### config.mk
export PLATFORM = sky130hd
export DESIGN_NAME = t1_sim_sequencer_flat
export DESIGN_NICKNAME = d
export VERILOG_FILES = /design/src/rtl/t1_sim_sequencer_if.sv /design/src/rtl/t1_sim_sequencer.sv /design/src/flat_wrapper.sv
export SDC_FILE = /design/constraint.sdc
export NUM_CORES = 1
export LEC_CHECK = 0
export BUFFER_PORTS_ARGS = -buffer_cell sky130_fd_sc_hd__buf_4
export CELL_PAD_IN_SITES_DETAIL_PLACEMENT = 1
export CELL_PAD_IN_SITES_GLOBAL_PLACEMENT = 1
export CORE_MARGIN = 4
export CORE_UTILIZATION = 40
export DETAILED_ROUTE_END_ITERATION = 16
export PLACE_DENSITY_LB_ADDON = 0.1
export SYNTH_ARGS = -nofsm -noshare
export SYNTH_HDL_FRONTEND = slang
export SYNTH_SLANG_ARGS = --single-unit
### constraint.sdc
create_clock -name clock -period 7.9 [get_ports clock]
set_input_delay 1.58 -clock clock [delete_from_list [all_inputs] [get_ports clock]]
set_output_delay 1.58 -clock clock [all_outputs]
set_load 0.03 [all_outputs]
### src/rtl/t1_sim_sequencer_if.sv
// ----------------------------------------------------------------------------
// t1_sim_sequencer_if
// Bundles the sim-control bus between the DPI shim / testbench (master) and
// the t1_sim_sequencer block (slave).
//
// Master drives : st_valid_i, st_code_i, idle_i, global_timeout_i,
//                 drain_timeout_i (+ dump_start_i, dump_end_i)
// Slave drives  : core_reset_o, init_flag_o, cycle_o, quit_mask_o, finish_o,
//                 fault_o, fault_cause_o, fault_ch_o (+ dump_on_o)
//
// Optional feature macro: T1_SIMSEQ_DUMP_WINDOW_EN adds the dump-window
// signals shown in parentheses above.
// ----------------------------------------------------------------------------
interface t1_sim_sequencer_if #(
   parameter int NUM_CH = 1,
   parameter int CNT_W  = 64
);
   localparam int CH_W = $clog2(NUM_CH) + 1;

   logic [NUM_CH-1:0]   st_valid_i;
   logic [8*NUM_CH-1:0] st_code_i;
   logic [NUM_CH-1:0]   idle_i;
   logic [CNT_W-1:0]    global_timeout_i;
   logic [CNT_W-1:0]    drain_timeout_i;

   logic                core_reset_o;
   logic                init_flag_o;
   logic [CNT_W-1:0]    cycle_o;
   logic [NUM_CH-1:0]   quit_mask_o;
   logic                finish_o;
   logic                fault_o;
   logic [1:0]          fault_cause_o;
   logic [CH_W-1:0]     fault_ch_o;

`ifdef T1_SIMSEQ_DUMP_WINDOW_EN
   logic [CNT_W-1:0]    dump_start_i;
   logic [CNT_W-1:0]    dump_end_i;
   logic                dump_on_o;

   modport master (
      output st_valid_i, st_code_i, idle_i, global_timeout_i, drain_timeout_i,
             dump_start_i, dump_end_i,
      input  core_reset_o, init_flag_o, cycle_o, quit_mask_o, finish_o,
             fault_o, fault_cause_o, fault_ch_o, dump_on_o
   );

   modport slave (
      input  st_valid_i, st_code_i, idle_i, global_timeout_i, drain_timeout_i,
             dump_start_i, dump_end_i,
      output core_reset_o, init_flag_o, cycle_o, quit_mask_o, finish_o,
             fault_o, fault_cause_o, fault_ch_o, dump_on_o
   );
`else
   modport master (
      output st_valid_i, st_code_i, idle_i, global_timeout_i, drain_timeout_i,
      input  core_reset_o, init_flag_o, cycle_o, quit_mask_o, finish_o,
             fault_o, fault_cause_o, fault_ch_o
   );

   modport slave (
      input  st_valid_i, st_code_i, idle_i, global_timeout_i, drain_timeout_i,
      output core_reset_o, init_flag_o, cycle_o, quit_mask_o, finish_o,
             fault_o, fault_cause_o, fault_ch_o
   );
`endif

endinterface

### src/rtl/t1_sim_sequencer.sv
// ----------------------------------------------------------------------------
// t1_sim_sequencer
// Multi-channel simulation sequencer. After reset_n release it holds the DUT
// in init/reset for a fixed number of edges, then watches each channel's
// cosim watchdog code. It ends the run with a one-cycle finish_o pulse once
// every channel has quit and its DUT side is idle. It ends with a one-cycle
// fault_o pulse on a watchdog error, a drain (idle) timeout or a global
// cycle timeout.
//
// Ports
//   clock    : simulation clock
//   reset_n  : asynchronous active-low reset
//   bus      : t1_sim_sequencer_if.slave
//                st_valid_i/st_code_i/idle_i : per-channel status in
//                global_timeout_i            : fault when cycle_o hits it (0 off)
//                drain_timeout_i             : max cycles from all-quit to all-idle
//                core_reset_o/init_flag_o    : DUT reset and init flag
//                cycle_o                     : running cycle count
//                quit_mask_o                 : sticky per-channel quit
//                finish_o/fault_o            : one-cycle end pulses
//                fault_cause_o/fault_ch_o    : latched fault cause / channel
//
// Optional feature macro: T1_SIMSEQ_DUMP_WINDOW_EN adds a waveform dump
// window (dump_start_i, dump_end_i -> dump_on_o).
//
// Timing notes: cycle_o counts edges since reset_n release, so after edge k
// it reads k. The entry edge into DONE/FAULT still advances cycle_o, and the
// end pulse appears together with that final count. The global timeout
// compares the count that will be visible after the edge. As a result,
// fault_o and cycle_o == global_timeout_i appear together.
// ----------------------------------------------------------------------------
module t1_sim_sequencer #(
   parameter int NUM_CH       = 1,
   parameter int CNT_W        = 64,
   parameter int INIT_CYCLES  = 1,
   parameter int RESET_CYCLES = 5
) (
   input  logic                clock,
   input  logic                reset_n,
   t1_sim_sequencer_if.slave   bus
);

   localparam int               CH_W      = $clog2(NUM_CH) + 1;
   localparam logic [CNT_W-1:0] CNT_ZERO  = '0;
   localparam logic [CNT_W-1:0] CNT_ONE   = CNT_W'(1);
   localparam logic [CNT_W-1:0] INIT_END  = CNT_W'(INIT_CYCLES);
   localparam logic [CNT_W-1:0] RESET_END = CNT_W'(RESET_CYCLES);

   localparam logic [1:0] CAUSE_WDOG  = 2'd1;
   localparam logic [1:0] CAUSE_IDLE  = 2'd2;
   localparam logic [1:0] CAUSE_GLOBAL = 2'd3;

   typedef enum logic [2:0] {
      ST_INIT  = 3'd0,
      ST_RESET = 3'd1,
      ST_RUN   = 3'd2,
      ST_DRAIN = 3'd3,
      ST_DONE  = 3'd4,
      ST_FAULT = 3'd5
   } state_t;

   // Index of the lowest set bit (0 when none is set).
   function automatic logic [CH_W-1:0] lowest_set(input logic [NUM_CH-1:0] vec);
      logic [CH_W-1:0] idx;
      idx = '0;
      for (int c = NUM_CH - 1; c >= 0; c--) begin
         if (vec[c]) begin
            idx = CH_W'(c);
         end
      end
      return idx;
   endfunction

   // Registered state and outputs
   state_t            state_r;
   logic              core_reset_r;
   logic              init_flag_r;
   logic [CNT_W-1:0]  cycle_r;
   logic [CNT_W-1:0]  drain_r;
   logic [NUM_CH-1:0] quit_r;
   logic              finish_r;
   logic              fault_r;
   logic [1:0]        cause_r;
   logic [CH_W-1:0]   fault_ch_r;

   // Decoded per-cycle status
   logic [NUM_CH-1:0] active_s;
   logic [NUM_CH-1:0] err_s;
   logic [NUM_CH-1:0] quit_s;
   logic              err_any_s;
   logic [CH_W-1:0]   err_ch_s;
   logic [NUM_CH-1:0] mask_nxt_s;
   logic              all_quit_s;
   logic              all_idle_s;
   logic [CNT_W-1:0]  cycle_nxt_s;
   logic [CNT_W-1:0]  drain_nxt_s;
   logic              gt_hit_s;
   logic              drain_to_s;

   // Decode watchdog codes of channels that have not quit yet, plus the
   // timeout compares against the post-edge counter values.
   always_comb begin
      active_s = bus.st_valid_i & ~quit_r;
      err_s    = '0;
      quit_s   = '0;
      for (int c = 0; c < NUM_CH; c++) begin
         if (active_s[c]) begin
            if (bus.st_code_i[8*c +: 8] == 8'd255) begin
               quit_s[c] = 1'b1;
            end else if (bus.st_code_i[8*c +: 8] != 8'd0) begin
               err_s[c] = 1'b1;
            end else begin
               quit_s[c] = 1'b0;
            end
         end else begin
            quit_s[c] = 1'b0;
         end
      end
      err_any_s   = |err_s;
      err_ch_s    = lowest_set(err_s);
      mask_nxt_s  = quit_r | quit_s;
      all_quit_s  = &mask_nxt_s;
      all_idle_s  = &bus.idle_i;
      cycle_nxt_s = cycle_r + CNT_ONE;
      drain_nxt_s = drain_r + CNT_ONE;
      gt_hit_s    = (bus.global_timeout_i != CNT_ZERO) &&
                    (cycle_nxt_s == bus.global_timeout_i);
      drain_to_s  = (drain_nxt_s > bus.drain_timeout_i);
   end

   // Sequencer FSM with all registered outputs.
   always_ff @(posedge clock or negedge reset_n) begin
      if (!reset_n) begin
         state_r      <= ST_INIT;
         core_reset_r <= 1'b1;
         init_flag_r  <= 1'b1;
         cycle_r      <= CNT_ZERO;
         drain_r      <= CNT_ZERO;
         quit_r       <= '0;
         finish_r     <= 1'b0;
         fault_r      <= 1'b0;
         cause_r      <= 2'd0;
         fault_ch_r   <= '0;
      end else begin
         finish_r <= 1'b0;
         fault_r  <= 1'b0;
         case (state_r)
            ST_INIT: begin
               cycle_r <= cycle_nxt_s;
               if (cycle_nxt_s == INIT_END) begin
                  init_flag_r <= 1'b0;
                  // Equal init and reset lengths skip the RESET state.
                  if (cycle_nxt_s == RESET_END) begin
                     core_reset_r <= 1'b0;
                     state_r      <= ST_RUN;
                  end else begin
                     state_r <= ST_RESET;
                  end
               end
            end
            ST_RESET: begin
               cycle_r <= cycle_nxt_s;
               if (cycle_nxt_s == RESET_END) begin
                  core_reset_r <= 1'b0;
                  state_r      <= ST_RUN;
               end
            end
            ST_RUN: begin
               cycle_r <= cycle_nxt_s;
               if (err_any_s) begin
                  // A watchdog error beats quits, done and timeouts, and
                  // the quit mask is left as it was before this cycle.
                  state_r    <= ST_FAULT;
                  fault_r    <= 1'b1;
                  cause_r    <= CAUSE_WDOG;
                  fault_ch_r <= err_ch_s;
               end else begin
                  quit_r <= mask_nxt_s;
                  if (all_quit_s && all_idle_s) begin
                     state_r  <= ST_DONE;
                     finish_r <= 1'b1;
                  end else if (gt_hit_s) begin
                     state_r <= ST_FAULT;
                     fault_r <= 1'b1;
                     cause_r <= CAUSE_GLOBAL;
                  end else if (all_quit_s) begin
                     state_r <= ST_DRAIN;
                     drain_r <= CNT_ZERO;
                  end
               end
            end
            ST_DRAIN: begin
               cycle_r <= cycle_nxt_s;
               if (all_idle_s) begin
                  state_r  <= ST_DONE;
                  finish_r <= 1'b1;
               end else if (drain_to_s) begin
                  state_r <= ST_FAULT;
                  fault_r <= 1'b1;
                  cause_r <= CAUSE_IDLE;
               end else if (gt_hit_s) begin
                  state_r <= ST_FAULT;
                  fault_r <= 1'b1;
                  cause_r <= CAUSE_GLOBAL;
               end else begin
                  drain_r <= drain_nxt_s;
               end
            end
            ST_DONE, ST_FAULT: begin
               // Terminal: counters and latched results hold until reset.
               state_r <= state_r;
            end
            default: begin
               // Unreachable encoding: park in FAULT without a pulse.
               state_r <= ST_FAULT;
            end
         endcase
      end
   end

   assign bus.core_reset_o  = core_reset_r;
   assign bus.init_flag_o   = init_flag_r;
   assign bus.cycle_o       = cycle_r;
   assign bus.quit_mask_o   = quit_r;
   assign bus.finish_o      = finish_r;
   assign bus.fault_o       = fault_r;
   assign bus.fault_cause_o = cause_r;
   assign bus.fault_ch_o    = fault_ch_r;

`ifdef T1_SIMSEQ_DUMP_WINDOW_EN
   logic dump_r;
   logic term_s;
   logic to_run_s;
   logic live_s;
   logic dump_set_s;
   logic dump_clr_s;
   logic dump_upd_s;

   // Mirror the FSM's terminal-entry conditions and compute the next dump
   // window state from the post-edge cycle count.
   always_comb begin
      case (state_r)
         ST_RUN:   term_s = err_any_s | (all_quit_s & all_idle_s) | gt_hit_s;
         ST_DRAIN: term_s = all_idle_s | drain_to_s | gt_hit_s;
         ST_DONE:  term_s = 1'b1;
         ST_FAULT: term_s = 1'b1;
         default:  term_s = 1'b0;
      endcase
      to_run_s = ((state_r == ST_INIT) || (state_r == ST_RESET)) &&
                 (cycle_nxt_s == RESET_END);
      live_s   = (state_r == ST_RUN) || (state_r == ST_DRAIN) || to_run_s;
      if (bus.dump_start_i == CNT_ZERO) begin
         dump_set_s = to_run_s;
      end else begin
         dump_set_s = live_s && (cycle_nxt_s == bus.dump_start_i);
      end
      dump_clr_s = (bus.dump_end_i != CNT_ZERO) && (cycle_nxt_s == bus.dump_end_i);
      if (dump_clr_s) begin
         dump_upd_s = 1'b0;
      end else if (dump_set_s) begin
         dump_upd_s = 1'b1;
      end else begin
         dump_upd_s = dump_r;
      end
   end

   // Dump window register; forced off on entry to and while in DONE/FAULT.
   always_ff @(posedge clock or negedge reset_n) begin
      if (!reset_n) begin
         dump_r <= 1'b0;
      end else if (term_s) begin
         dump_r <= 1'b0;
      end else begin
         dump_r <= dump_upd_s;
      end
   end

   assign bus.dump_on_o = dump_r;
`endif

endmodule

### src/flat_wrapper.sv
// flat-port wrapper written by rule: the top's interface ports become plain ports
module t1_sim_sequencer_flat 
#(
   parameter int NUM_CH       = 1,
   parameter int CNT_W        = 64,
   parameter int INIT_CYCLES  = 1,
   parameter int RESET_CYCLES = 5
)
  (clock, reset_n, bus_st_valid_i, bus_st_code_i, bus_idle_i, bus_global_timeout_i, bus_drain_timeout_i, bus_core_reset_o, bus_init_flag_o, bus_cycle_o, bus_quit_mask_o, bus_finish_o, bus_fault_o, bus_fault_cause_o, bus_fault_ch_o);
  t1_sim_sequencer_if #(.NUM_CH(NUM_CH), .CNT_W(CNT_W)) bus_i ();
  input  logic clock;
  input  logic reset_n;
  input wire logic [$bits(bus_i.st_valid_i)-1:0] bus_st_valid_i;
  input wire logic [$bits(bus_i.st_code_i)-1:0] bus_st_code_i;
  input wire logic [$bits(bus_i.idle_i)-1:0] bus_idle_i;
  input wire logic [$bits(bus_i.global_timeout_i)-1:0] bus_global_timeout_i;
  input wire logic [$bits(bus_i.drain_timeout_i)-1:0] bus_drain_timeout_i;
  output wire logic [$bits(bus_i.core_reset_o)-1:0] bus_core_reset_o;
  output wire logic [$bits(bus_i.init_flag_o)-1:0] bus_init_flag_o;
  output wire logic [$bits(bus_i.cycle_o)-1:0] bus_cycle_o;
  output wire logic [$bits(bus_i.quit_mask_o)-1:0] bus_quit_mask_o;
  output wire logic [$bits(bus_i.finish_o)-1:0] bus_finish_o;
  output wire logic [$bits(bus_i.fault_o)-1:0] bus_fault_o;
  output wire logic [$bits(bus_i.fault_cause_o)-1:0] bus_fault_cause_o;
  output wire logic [$bits(bus_i.fault_ch_o)-1:0] bus_fault_ch_o;
  assign bus_i.st_valid_i = bus_st_valid_i;
  assign bus_i.st_code_i = bus_st_code_i;
  assign bus_i.idle_i = bus_idle_i;
  assign bus_i.global_timeout_i = bus_global_timeout_i;
  assign bus_i.drain_timeout_i = bus_drain_timeout_i;
  assign bus_core_reset_o = bus_i.core_reset_o;
  assign bus_init_flag_o = bus_i.init_flag_o;
  assign bus_cycle_o = bus_i.cycle_o;
  assign bus_quit_mask_o = bus_i.quit_mask_o;
  assign bus_finish_o = bus_i.finish_o;
  assign bus_fault_o = bus_i.fault_o;
  assign bus_fault_cause_o = bus_i.fault_cause_o;
  assign bus_fault_ch_o = bus_i.fault_ch_o;
  t1_sim_sequencer #(.NUM_CH(NUM_CH), .CNT_W(CNT_W), .INIT_CYCLES(INIT_CYCLES), .RESET_CYCLES(RESET_CYCLES)) u_core (.clock(clock), .reset_n(reset_n), .bus(bus_i));
endmodule
* Word-level counts from Yosys, hierarchy flattened *
Index checks and enable logic that the tools add are counted.

operators by class
  muxes and demuxes = 43
  order comparisons = 1
  bitwise operators = 5
  add/sub/neg operators = 2
  equal/unequal tests = 21
  reductions and logical operators = 15

operator list
  operator               number
  $mux 64                7
  $add 64x1->64 const B  2
  $pmux 64 s2            1
  $eq 64x1->1 const B    1
  $eq 64x3->1 const B    1
  $eq 64x64->1           1
  $gt 64x64->1           1
  $reduce_bool 64->1     1
  $mux 3                 9
  $mux 1                 15
  $pmux 3 s5             1
  $mux 2                 6
  $ne 2x2->1 const B     6
  $eq 8x8->1 const B     1
  $reduce_and 8->1       1
  $reduce_bool 8->1      1
  $eq 3x2->1 const B     2
  $eq 3x3->1 const B     2
  $ne 2x1->1 const B     3
  $pmux 1 s2             3
  $reduce_and 2->1       3
  $ne 5x1->1 const B     1
  $reduce_and 5->1       1
  $ne 4x2->1 const B     1
  other kinds (12)       16

word-level totals
  bits in registers = 138
  input port bits = 140
  output and inout bits = 72

* Logic depth before layout (Yosys ltp) *
Gate-level depths: netlist (run 1).

  depth after elaboration = 9
  mapped depth = 25

* Least setup slack after synthesis (run 1) *
No wires, ideal clock.

  path type = register to register
  from = register u_core.drain_r[7]
  to = register u_core.drain_r[55]
  slack = 2.214 ns
  data required time = 7.835 ns
  cell stages (with the launch flop) = 24
  buffers on the path = 2
  setup time = 0.065 ns
  data arrival time = 5.621 ns
  cells stage by stage = dfrtp_1 -> clkbuf_1 -> nand3_1 -> or4_1 -> or3_1 -> nor3_1 -> nand2_1 -> or3_1 -> nor2_1 -> nand4_1 -> xnor2_1 -> ha_1 -> nand4_1 -> or3_1 -> nor2_1 -> nand2_1 -> nor3_1 -> a21oi_1 -> o21a_1 -> o21a_1 -> a211o_1 -> buf_6 -> or4_1 -> nand2_1

between the ends
  longest elaborated chain between the ends = 5
  elaborated cells on any way between the ends = 8
  classes of those cells = 1 x add/sub; 1 x order compare; 1 x eq/ne; 4 x mux; 1 x reduce/logical

ends and longest elaborated chain
  element                                               line                     source
  start, declared                                       t1_sim_sequencer.sv:79   logic [CNT_W-1:0] drain_r;
  start signal, assigned                                t1_sim_sequencer.sv:206  drain_r <= drain_nxt_s;
  $add 64x1->64 (*)                                     t1_sim_sequencer.sv:125  drain_nxt_s = drain_r + CNT_ONE;
  branches (longest 4 deep; another with $gt 64x64->1)  n/a

Mark *: on every way between the ends. The select of a mux whose other input is x is not followed.
A chain may end at the register's enable or synchronous reset.

* Worst setup path in the final report (run 1) *
  from = register u_core.drain_r[7]
  to = register u_core.drain_r[7]

The elaborated chain is that of the path after synthesis.

==> impl_metrics.json, run 1 <==
{
  "status": "completed",
  "cp-end-kind": "flop",
  "holdPathStages": 2,
  "pwr-share-clk": 0.322,
  "grt_max_degree": 77,
  "cts_buffers": 17,
  "viasPerCell": 5.99,
  "io_pins": 212,
  "wirelength_mm": 50.3,
  "synth_top_area_frac": 0.267,
  "timing.reg2reg.worst_path_depth": 21,
  "cts_tree": "done",
  "syn-cell-area_um2": 12700,
  "critPathKind": "reg2reg",
  "critPathSlowestCell": "or4_1",
  "synthMuxAreaShare": 0.00580,
  "hold_path.class": "reg2reg",
  "cp.depth": 21,
  "finalCritPeriodShare": 0.875,
  "hold_viol": 0,
  "synth_seq_area_share": 0.271,
  "synth-xor-area-share": 0.155,
  "detailed_place_hpwl_mm": 39.6,
  "max_freq_ghz": 0.145,
  "wl_per_cell_um": 23.1,
  "antenna_cells": 0,
  "synth_top_cell_by_area": "dfrtp_1",
  "busiest_layer": "met2",
  "drv_slew": 0,
  "slowest_delay_ns": 0.61,
  "synth_top_family_by_area": "simple AND/OR/NAND/NOR gates",
  "worstSetupStartpointType": "flop",
  "grt_use_met3": 0.0395,
  "p_leak_nw": 6.72,
  "synth-edff-count": 0,
  "dominantRegCellSynth": "dfrtp_1",
  "clkTransAtPathRegs_ns": 0.06,
  "cp.required_ns": 8.23,
  "yosysWarnings": 0,
  "nets": 1974,
  "p_seq_frac": 0.380,
  "grt_pass1_vias": 13600,
  "ctsHoldBuffers": 0,
  "grt_pass1_wl_mm": 79.6,
  "synth.distinct_cells": 73,
  "switching_share": 0.368,
  "cts_resized": 0,
  "worstSkewPairLatency_ns": 0.44,
  "worst-path-buf-inv": 1,
  "cts.sinks": 138,
  "clk_path_buf_depth": 2,
  "ys_ff_latch": 138,
  "routabilityCongestion": 1.00,
  "crit_path_max_fanout": 31,
  "antenna_found_initial": 0,
  "cpMostUsedCell": "or3_1",
  "synthSimpleGateAreaFrac": 0.298,
  "async_reset_ff_frac": 1.00,
  "h-tree-depth": 4,
  "die_area_um2": 34700,
  "setup_viol": 0,
  "grt_overflow": 0,
  "met1_usage": 0.372,
  "final_layout_size_suffix_gt1_frac": 0.158,
  "setup_tns_ns": 0,
  "core_region_area_um2": 31500,
  "drv_cap": 0,
  "synth_fa_ha_area_frac": 0.0666,
  "internal-power_mw": 1.60,
  "vias": 13100,
  "synthTopCellsByArea": "dfrtp_1, xnor2_1, xor2_1, ha_1, nand2_1",
  "power_frac_comb": 0.298,
  "postCtsSetupRepairBufs": 0,
  "drc": 0,
  "tightestPinTransition_ns": 1.12,
  "portBuffers": 210,
  "critPathTopFamily": "simple AND/OR/NAND/NOR gates",
  "grt_usage": 0.285,
  "synthCells": 1629,
  "syn_area_per_cell_um2": 7.81,
  "die_h_um": 186,
  "drtIter0Drc": 821,
  "area_growth_pct": 17.9,
  "die_w_um": 186,
  "finalPower_mw": 2.53,
  "rsz0062_at_grt": "false",
  "synth-compound-area-share": 0.138,
  "syn-num-nets": 1836,
  "ant_nets": 0,
  "arrival_ns": 7.24,
  "ir_drop_uv": 144,
  "cts_root_buf": "clkbuf_16",
  "initial_core_util": 0.404,
  "placementRows": 65,
  "fin_skew_ns": 0.0159,
  "drtPass1Iterations": 5,
  "fin_crit_ns": 6.91,
  "gr-usage-met2": 0.501,
  "slew_headroom": 0.245,
  "p_sw_mw": 0.932,
  "worstPathCellList": "nand3_1 > or4_1 > or3_1 > nor3_1 > nand2_1 > or3_1 > nor2_1 > nand4_1 > xnor2_1 > ha_1 > nand4_1 > or3_1 > o221a_2 > and3_1 > a21oi_1 > o21a_1 > o21a_1 > a211o_2 > buf_4 > o21ai_1 > o31ai_1",
  "p_per_area_nw_per_um2": 169
}
per-layer routing:
metal  vias to the layer above  wire [um]
li1                       6105          -
met1                      6489      21900
met2                       399      24600
met3                        73       2510
met4                         0       1350
met5                         -          0
sequential cells by signal, summed over array words and instances (netlist names):
name and flops:
u_core.state_r 3, u_core.bus.finish_o 1, u_core.bus.fault_o 1, u_core.bus.fault_cause_o 2, u_core.bus.quit_mask_o 1, u_core.bus.init_flag_o 1, u_core.bus.cycle_o 64, u_core.drain_r 64
u_core.bus.core_reset_o 1
worst paths after layout:
kind	start	end	slack, ns
max reg2reg	u_core.drain_r[7]	u_core.drain_r[7]	0.99
max in group asynchronous	reset_n	u_core.bus.cycle_o[21]	5.28
max	u_core.drain_r[7]	u_core.drain_r[7]	0.99
min reg2reg	u_core.bus.init_flag_o	u_core.bus.init_flag_o	0.45
min in group asynchronous	reset_n	u_core.drain_r[17]	1.20
min	u_core.bus.init_flag_o	u_core.bus.init_flag_o	0.45
cell usage after synthesis (all sizes together) (16+ instances only):
master	n
nand3	90
ha	67
dfrtp	136
or4	21
a21oi	33
or3	24
nand2	156
nand4	88
buf	33
and2	16
and4	18
nor2b	18
o21ai	115
o31ai	18
inv	87
nor3	55
a21o	25
clkbuf	73
xnor2	108
nor2	119
xor2	105
and3	26
nor4	61
worst min-delay path: stages (launching register included):
cell	delay [ns]
dfstp_2	0.37
inv_1	0.04
a31oi_1	0.03
area by class of cell:
cell class / instances / area, um2
repair buffers: 225 / 1690
clock buffers: 20 / 447
clock inverters: 11 / 123
well taps: 402 / 503
flip-flops and latches: 138 / 3460
fillers: 3907 / 16500
multi-input cells: 1298 / 8460
inverters: 87 / 327
per-stage QoR:
stage,cells,instance area (um2),setup WS (ns),utilization,hold WS (ns)
2_1_floorplan,1629,12700,2.21,-,0.471
3_3_place_gp,2150,14400,1.33,0.459,0.445
3_5_place_dp,2150,14400,1.08,0.459,0.444
4_1_cts,2181,15000,0.992,0.477,0.455
5_1_grt,2181,15000,0.503,0.477,0.468
6_report,2181,15000,0.986,0.477,0.451
logic make-up (layout without fill, tap and decap cells):
kind of cell | count (synthesis) | count (layout)
and+or+nand+nor | 725 | 725
AOI/OAI and AO/OA | 279 | 279
xor gates and xnor gates | 218 | 218
buffers and inverters | 193 | 343
DFF | 138 | 138
adders and majority gates | 68 | 68
muxes | 7 | 7
other | 1 | 1
layout by cell type, fill, tap and decap left out, types with 25 or more instances in the layout:
cell type	netlist	final
and3_1	26	26
o21ai_0	59	59
o21ai_1	56	56
nor4_1	58	58
nor2_1	119	119
a21o_1	25	25
nand4_1	87	87
ha_1	67	67
xor2_1	105	105
nand2_1	156	156
xnor2_1	108	108
nand3_1	90	90
dfrtp_1	136	136
buf_4	6	224
a21oi_1	33	33
inv_1	87	87
nor3_1	55	54
power by group through the flow:
stage	combinational, mW	sequential (mW)	clock, mW
2_1_floorplan	0.479	0.933	0
3_3_place_gp	0.723	0.962	0
3_5_place_dp	0.756	0.968	0
4_1_cts	0.761	0.957	0.825
5_1_grt	0.843	0.981	0.861
6_report	0.754	0.961	0.815
(Power assumes the default switching activity.)
==> run 2: changes to the inputs <==
- clock period: 7.9 -> 7.2 ns (I/O delays scaled with it)
==> run 2 against run 1 <==
Net effect: clock skew grew 0.0010 ns; register-to-register slack worse by 0.27 ns; combinational power grew 9.2%; first-iteration DRC count grew 15%; count of clock-buffer cells in the layout grew 2; utilization up 0.16 points; largest power group unchanged.
==> impl_metrics.json, run 2 (synthesis gave the netlist of run 1 again) <==
{
  "rsz0062_at_grt": "false",
  "critPathKind": "reg2reg",
  "utilization": 0.478,
  "portBuffers": 210,
  "cp-end-kind": "flop",
  "clkTransAtPathRegs_ns": 0.06,
  "grt_pass1_wl_mm": 78.3,
  "wl_per_cell_um": 22.7,
  "fin_crit_ns": 6.48,
  "hold_path.class": "reg2reg",
  "grt_usage": 0.280,
  "drv_cap": 0,
  "die_area_um2": 34700,
  "cts_buffers": 17,
  "io_pins": 212,
  "multiInputGateArea_um2": 8460,
  "final_layout_size_suffix_gt1_frac": 0.161,
  "timing.reg2reg.worst_path_depth": 22,
  "arrival_ns": 6.80,
  "drc": 0,
  "grt_max_degree": 78,
  "slew_headroom": 0.293,
  "final_common_cell": "buf_4",
  "setup_tns_ns": 0,
  "placementRows": 65,
  "setup_viol": 0,
  "detailed_place_hpwl_mm": 38.9,
  "ir_drop_uv": 183,
  "drv_slew": 0,
  "vias": 13100,
  "antenna_cells": 0,
  "p_per_area_nw_per_um2": 183,
  "grt_pass1_vias": 13500,
  "cts.sinks": 138,
  "cp.required_ns": 7.51,
  "h-tree-depth": 4,
  "final_cell_mix": "buf_4, nand2_1, dfrtp_1",
  "seqCellArea_um2": 3460,
  "whs_ns": 0.447,
  "die_w_um": 186,
  "max_freq_ghz": 0.154,
  "antenna_found_initial": 0,
  "wirelength_mm": 49.6,
  "grt_overflow": 0,
  "finalCritPeriodShare": 0.901,
  "initial_core_util": 0.404,
  "status": "completed",
  "nets": 1979,
  "cts_root_buf": "clkbuf_16",
  "place_inst": 2155,
  "p_leak_nw": 6.75,
  "worstSkewPairLatency_ns": 0.44,
  "layout.cells.non_filler": 2186,
  "ant_nets": 0,
  "fillers": 3881,
  "viasPerCell": 5.97,
  "tightestPinTransition_ns": 1.05,
  "crit_path_max_fanout": 31,
  "fin_skew_ns": 0.0169,
  "worstSetupStartpointType": "flop",
  "finalPower_mw": 2.75,
  "cts_tree": "done",
  "clk_path_buf_depth": 2,
  "hold_viol": 0,
  "drtPass1Iterations": 5,
  "routabilityCongestion": 0.958,
  "holdPathStages": 2,
  "die_h_um": 186,
  "core_region_area_um2": 31500,
  "area_growth_pct": 18.3,
  "drtIter0Drc": 943
}
run 2: changes by cell type in the layout (fill, tap and decap cells not counted), sizes merged:
cell,before,now
clkbuf,20,22
clkinvlp,4,5
inv,88,89
bufinv,2,1
buf,225,230
clkinv,4,1
run 2: final timing paths:
kind	startpoint	endpoint	slack [ns]
min	u_core.bus.init_flag_o	u_core.bus.init_flag_o	0.45
min in group asynchronous	reset_n	u_core.drain_r[17]	1.03
min reg2reg	u_core.bus.init_flag_o	u_core.bus.init_flag_o	0.45
max reg2reg	u_core.drain_r[7]	u_core.drain_r[46]	0.72
max	u_core.drain_r[7]	u_core.drain_r[46]	0.72
max in group asynchronous	reset_n	u_core.bus.cycle_o[2]	4.75
run 2: area by class of cell:
class | instances | area share
Inverter | 87 | 0.0217
Sequential cell | 138 | 0.230
Timing Repair Buffer | 230 | 0.116
Clock buffer | 22 | 0.0315
Tap cell | 402 | 0.0334
Clock inverter | 9 | 0.00598
Multi-Input combinational cell | 1298 | 0.562
run 2: critical path, cell delays in order, from the launching register on:
cell     delay (ns)
dfrtp_1        0.49
nand3_1        0.11
or4_1          0.61
or3_1          0.43
nor4b_2        0.44
nand2_1        0.20
nor3_1         0.48
and3_1         0.34
nand3_1        0.16
xnor2_1        0.16
ha_1           0.32
nand4_1        0.11
or3_1          0.43
nor2_1         0.20
nand2_1        0.09
nor3_1         0.19
a21oi_1        0.06
o21a_1         0.21
o21a_1         0.21
a211o_2        0.56
buf_4          0.29
o21ai_0        0.17
o21ai_0        0.10
run 2: what timing repair did:
item / CTS / global route
hold buffers: 0 / 0
setup endpoints to repair: 0 / 43
buffers inserted: 0 / 0
gates resized for setup: 0 / 1
run 2: stage by stage:
stage,area (um2),setup slack (ns)
2_1_floorplan,12700,1.51
5_1_grt,15100,0.120
3_3_place_gp,14500,0.729
4_1_cts,15000,0.434
6_report,15100,0.716
3_5_place_dp,14500,0.412
run 2: power by group:
group / switching, mW / internal, mW
logic: 0.463 / 0.360
clock network: 0.383 / 0.503
registers: 0.166 / 0.876
total: 1.01 / 1.74
run 2: layer usage:
metal  part of all wire  global-route usage
met1               0.44               0.370
met2               0.48               0.482
met3              0.052              0.0404
met4              0.028              0.0802
met5                  0                   0
==> run 3: changes to the inputs <==
- CTS_CLUSTER_SIZE: unset -> 25
- HOLD_SLACK_MARGIN: unset -> 0.15
- REMOVE_ABC_BUFFERS: unset -> 1
==> run 3 against run 2 <==
Net effect: clock skew barely moved; sequential cell count did not move; design area barely moved; worst setup slack got worse by 0.041 ns; sequential power barely moved; via count rose by 0.29%; critical path depth did not move; largest power group unchanged.
==> impl_metrics.json, run 3 (synthesis gave the netlist of run 1 again) <==
{
  "place_area_um2": 14500,
  "area_growth_pct": 18.4,
  "detailed_place_hpwl_mm": 39.3,
  "hold_end": "u_core.bus.init_flag_o",
  "setup_tns_ns": 0,
  "worstHoldStart": "u_core.bus.init_flag_o",
  "core_region_area_um2": 31500,
  "max_freq_ghz": 0.153,
  "setup_viol": 0,
  "die_area_um2": 34700,
  "ir_drop_uv": 177,
  "worstSkewPairLatency_ns": 0.46,
  "wl_per_cell_um": 23.0,
  "drv_slew": 0,
  "cp.required_ns": 7.52,
  "status": "completed",
  "routabilityCongestion": 0.981,
  "h-tree-depth": 4,
  "cp-end-kind": "flop",
  "power_frac_comb": 0.294,
  "finalCritPeriodShare": 0.906,
  "r2r_slack_ns": 0.68,
  "arrival_ns": 6.85,
  "grt_pass1_vias": 13500,
  "slew_headroom": 0.287,
  "met1_usage": 0.368,
  "die_h_um": 186,
  "ctsHoldBuffers": 0,
  "place_inst": 2153,
  "portBuffers": 210,
  "placementRows": 65,
  "busiest_layer": "met2",
  "cts_tree": "done",
  "io_pins": 212,
  "final_cell_mix": "buf_4, nand2_1, dfrtp_1",
  "timing.reg2reg.worst_path_depth": 22,
  "p_leak_nw": 6.76,
  "hold_path.class": "reg2reg",
  "drtPass1Iterations": 5,
  "clkTransAtPathRegs_ns": 0.07,
  "switching_share": 0.360,
  "nets": 1977,
  "antenna_found_initial": 0,
  "drc": 0,
  "tightestPinTransition_ns": 1.06,
  "cts_resized": 0,
  "die_w_um": 186,
  "pwr-share-clk": 0.333,
  "cts.sinks": 138,
  "ant_nets": 0,
  "drv_cap": 0,
  "clk_path_buf_depth": 2,
  "grt_max_degree": 93,
  "antenna_cells": 0,
  "crit_path_max_fanout": 56,
  "drtIter0Drc": 922,
  "r2r-end": "u_core.drain_r[36]",
  "internal-power_mw": 1.78,
  "fillers": 3875,
  "cts_buffers": 17,
  "grt_pass1_wl_mm": 78.4,
  "viasPerCell": 5.99,
  "grt_use_met3": 0.0462,
  "fin_skew_ns": 0.0168,
  "critPathKind": "reg2reg",
  "final_common_cell": "buf_4",
  "worstSetupStartpointType": "flop",
  "grt_usage": 0.283,
  "r2r_start": "u_core.drain_r[7]",
  "vias": 13100,
  "final_layout_size_suffix_gt1_frac": 0.160,
  "gr-usage-met2": 0.479,
  "fin_area_um2": 15100,
  "layout.cells.non_filler": 2185,
  "postCtsSetupRepairBufs": 0,
  "p_per_area_nw_per_um2": 185,
  "cts_root_buf": "clkbuf_16",
  "rsz0062_at_grt": "false",
  "finalPower_mw": 2.79,
  "grt_overflow": 0,
  "initial_core_util": 0.404,
  "hold_viol": 0,
  "holdPathStages": 2,
  "fin_crit_ns": 6.52,
  "p_sw_mw": 1.00,
  "p_seq_frac": 0.373,
  "wirelength_mm": 50.3
}
## run 3: cell count changes in the layout (fill, tap and decap cells not counted)
cell / previous run / this run
clkbuf_8: 3 / 0
buf_4: 228 / 226
bufinv_16: 1 / 3
inv_6: 2 / 4
nor4b_1: 1 / 2
nor4b_2: 1 / 0
## run 3: power by group through the flow
stage | sequential [mW] | combinational (mW) | clock [mW]
3_5_place_dp | 1.05 | 0.827 | 0
6_report | 1.04 | 0.818 | 0.927
2_1_floorplan | 1.06 | 0.465 | 0
4_1_cts | 1.04 | 0.830 | 0.949
5_1_grt | 1.06 | 0.912 | 0.984
3_3_place_gp | 1.04 | 0.794 | 0
## run 3: how the worst max path moves through the flow
stage	from	to	depth (start not counted)
after floorplan	u_core.drain_r[7]	u_core.drain_r[14]	20
after global placement	u_core.drain_r[9]	u_core.drain_r[46]	22
after detailed placement	u_core.drain_r[9]	u_core.drain_r[36]	22
after CTS	u_core.drain_r[9]	u_core.drain_r[36]	22
after global routing	u_core.drain_r[7]	u_core.drain_r[28]	22
final	u_core.drain_r[7]	u_core.drain_r[36]	22
## run 3: metal layers
metal  up-vias  part of all wire
met5         -                 0
met4         0             0.036
met3        91             0.056
met2       464              0.48
met1      6437              0.43
li1       6106                 -
## run 3: stage by stage
step                      setup WS, ns  utilization  hold WS [ns]
after floorplan                  0.647            -         0.472
after global placement           0.936        0.460         0.442
after detailed placement         0.724        0.460         0.444
after CTS                        0.684        0.479         0.455
after global routing            0.0749        0.479         0.463
final                            0.675        0.479         0.456
## run 3: area by class of cell
type                            count  area [um2]  area share
Clock inverter                     13         168      0.0111
Timing Repair Buffer              228        1730       0.115
Sequential cell                   138        3460       0.229
Clock buffer                       19         433      0.0287
Tap cell                          402         503      0.0334
Multi-Input combinational cell   1298        8460       0.561
Inverter                           87         327      0.0217
## run 3: worst max-delay path: stages, from the launching register on
cell     delay, ns
dfrtp_1       0.50
nand3_1       0.10
or4_1         0.62
or3_1         0.41
nor4b_1       0.71
nand2_1       0.27
nor3_1        0.45
and3_1        0.32
nand3_1       0.14
xnor2_1       0.15
ha_1          0.31
nand4_1       0.11
or3_1         0.41
nor2_1        0.16
nand2_1       0.09
nor3_1        0.20
a21oi_1       0.06
o21a_1        0.18
o21a_1        0.19
a211o_2       0.45
buf_12        0.24
o21ai_0       0.19
o21ai_0       0.11
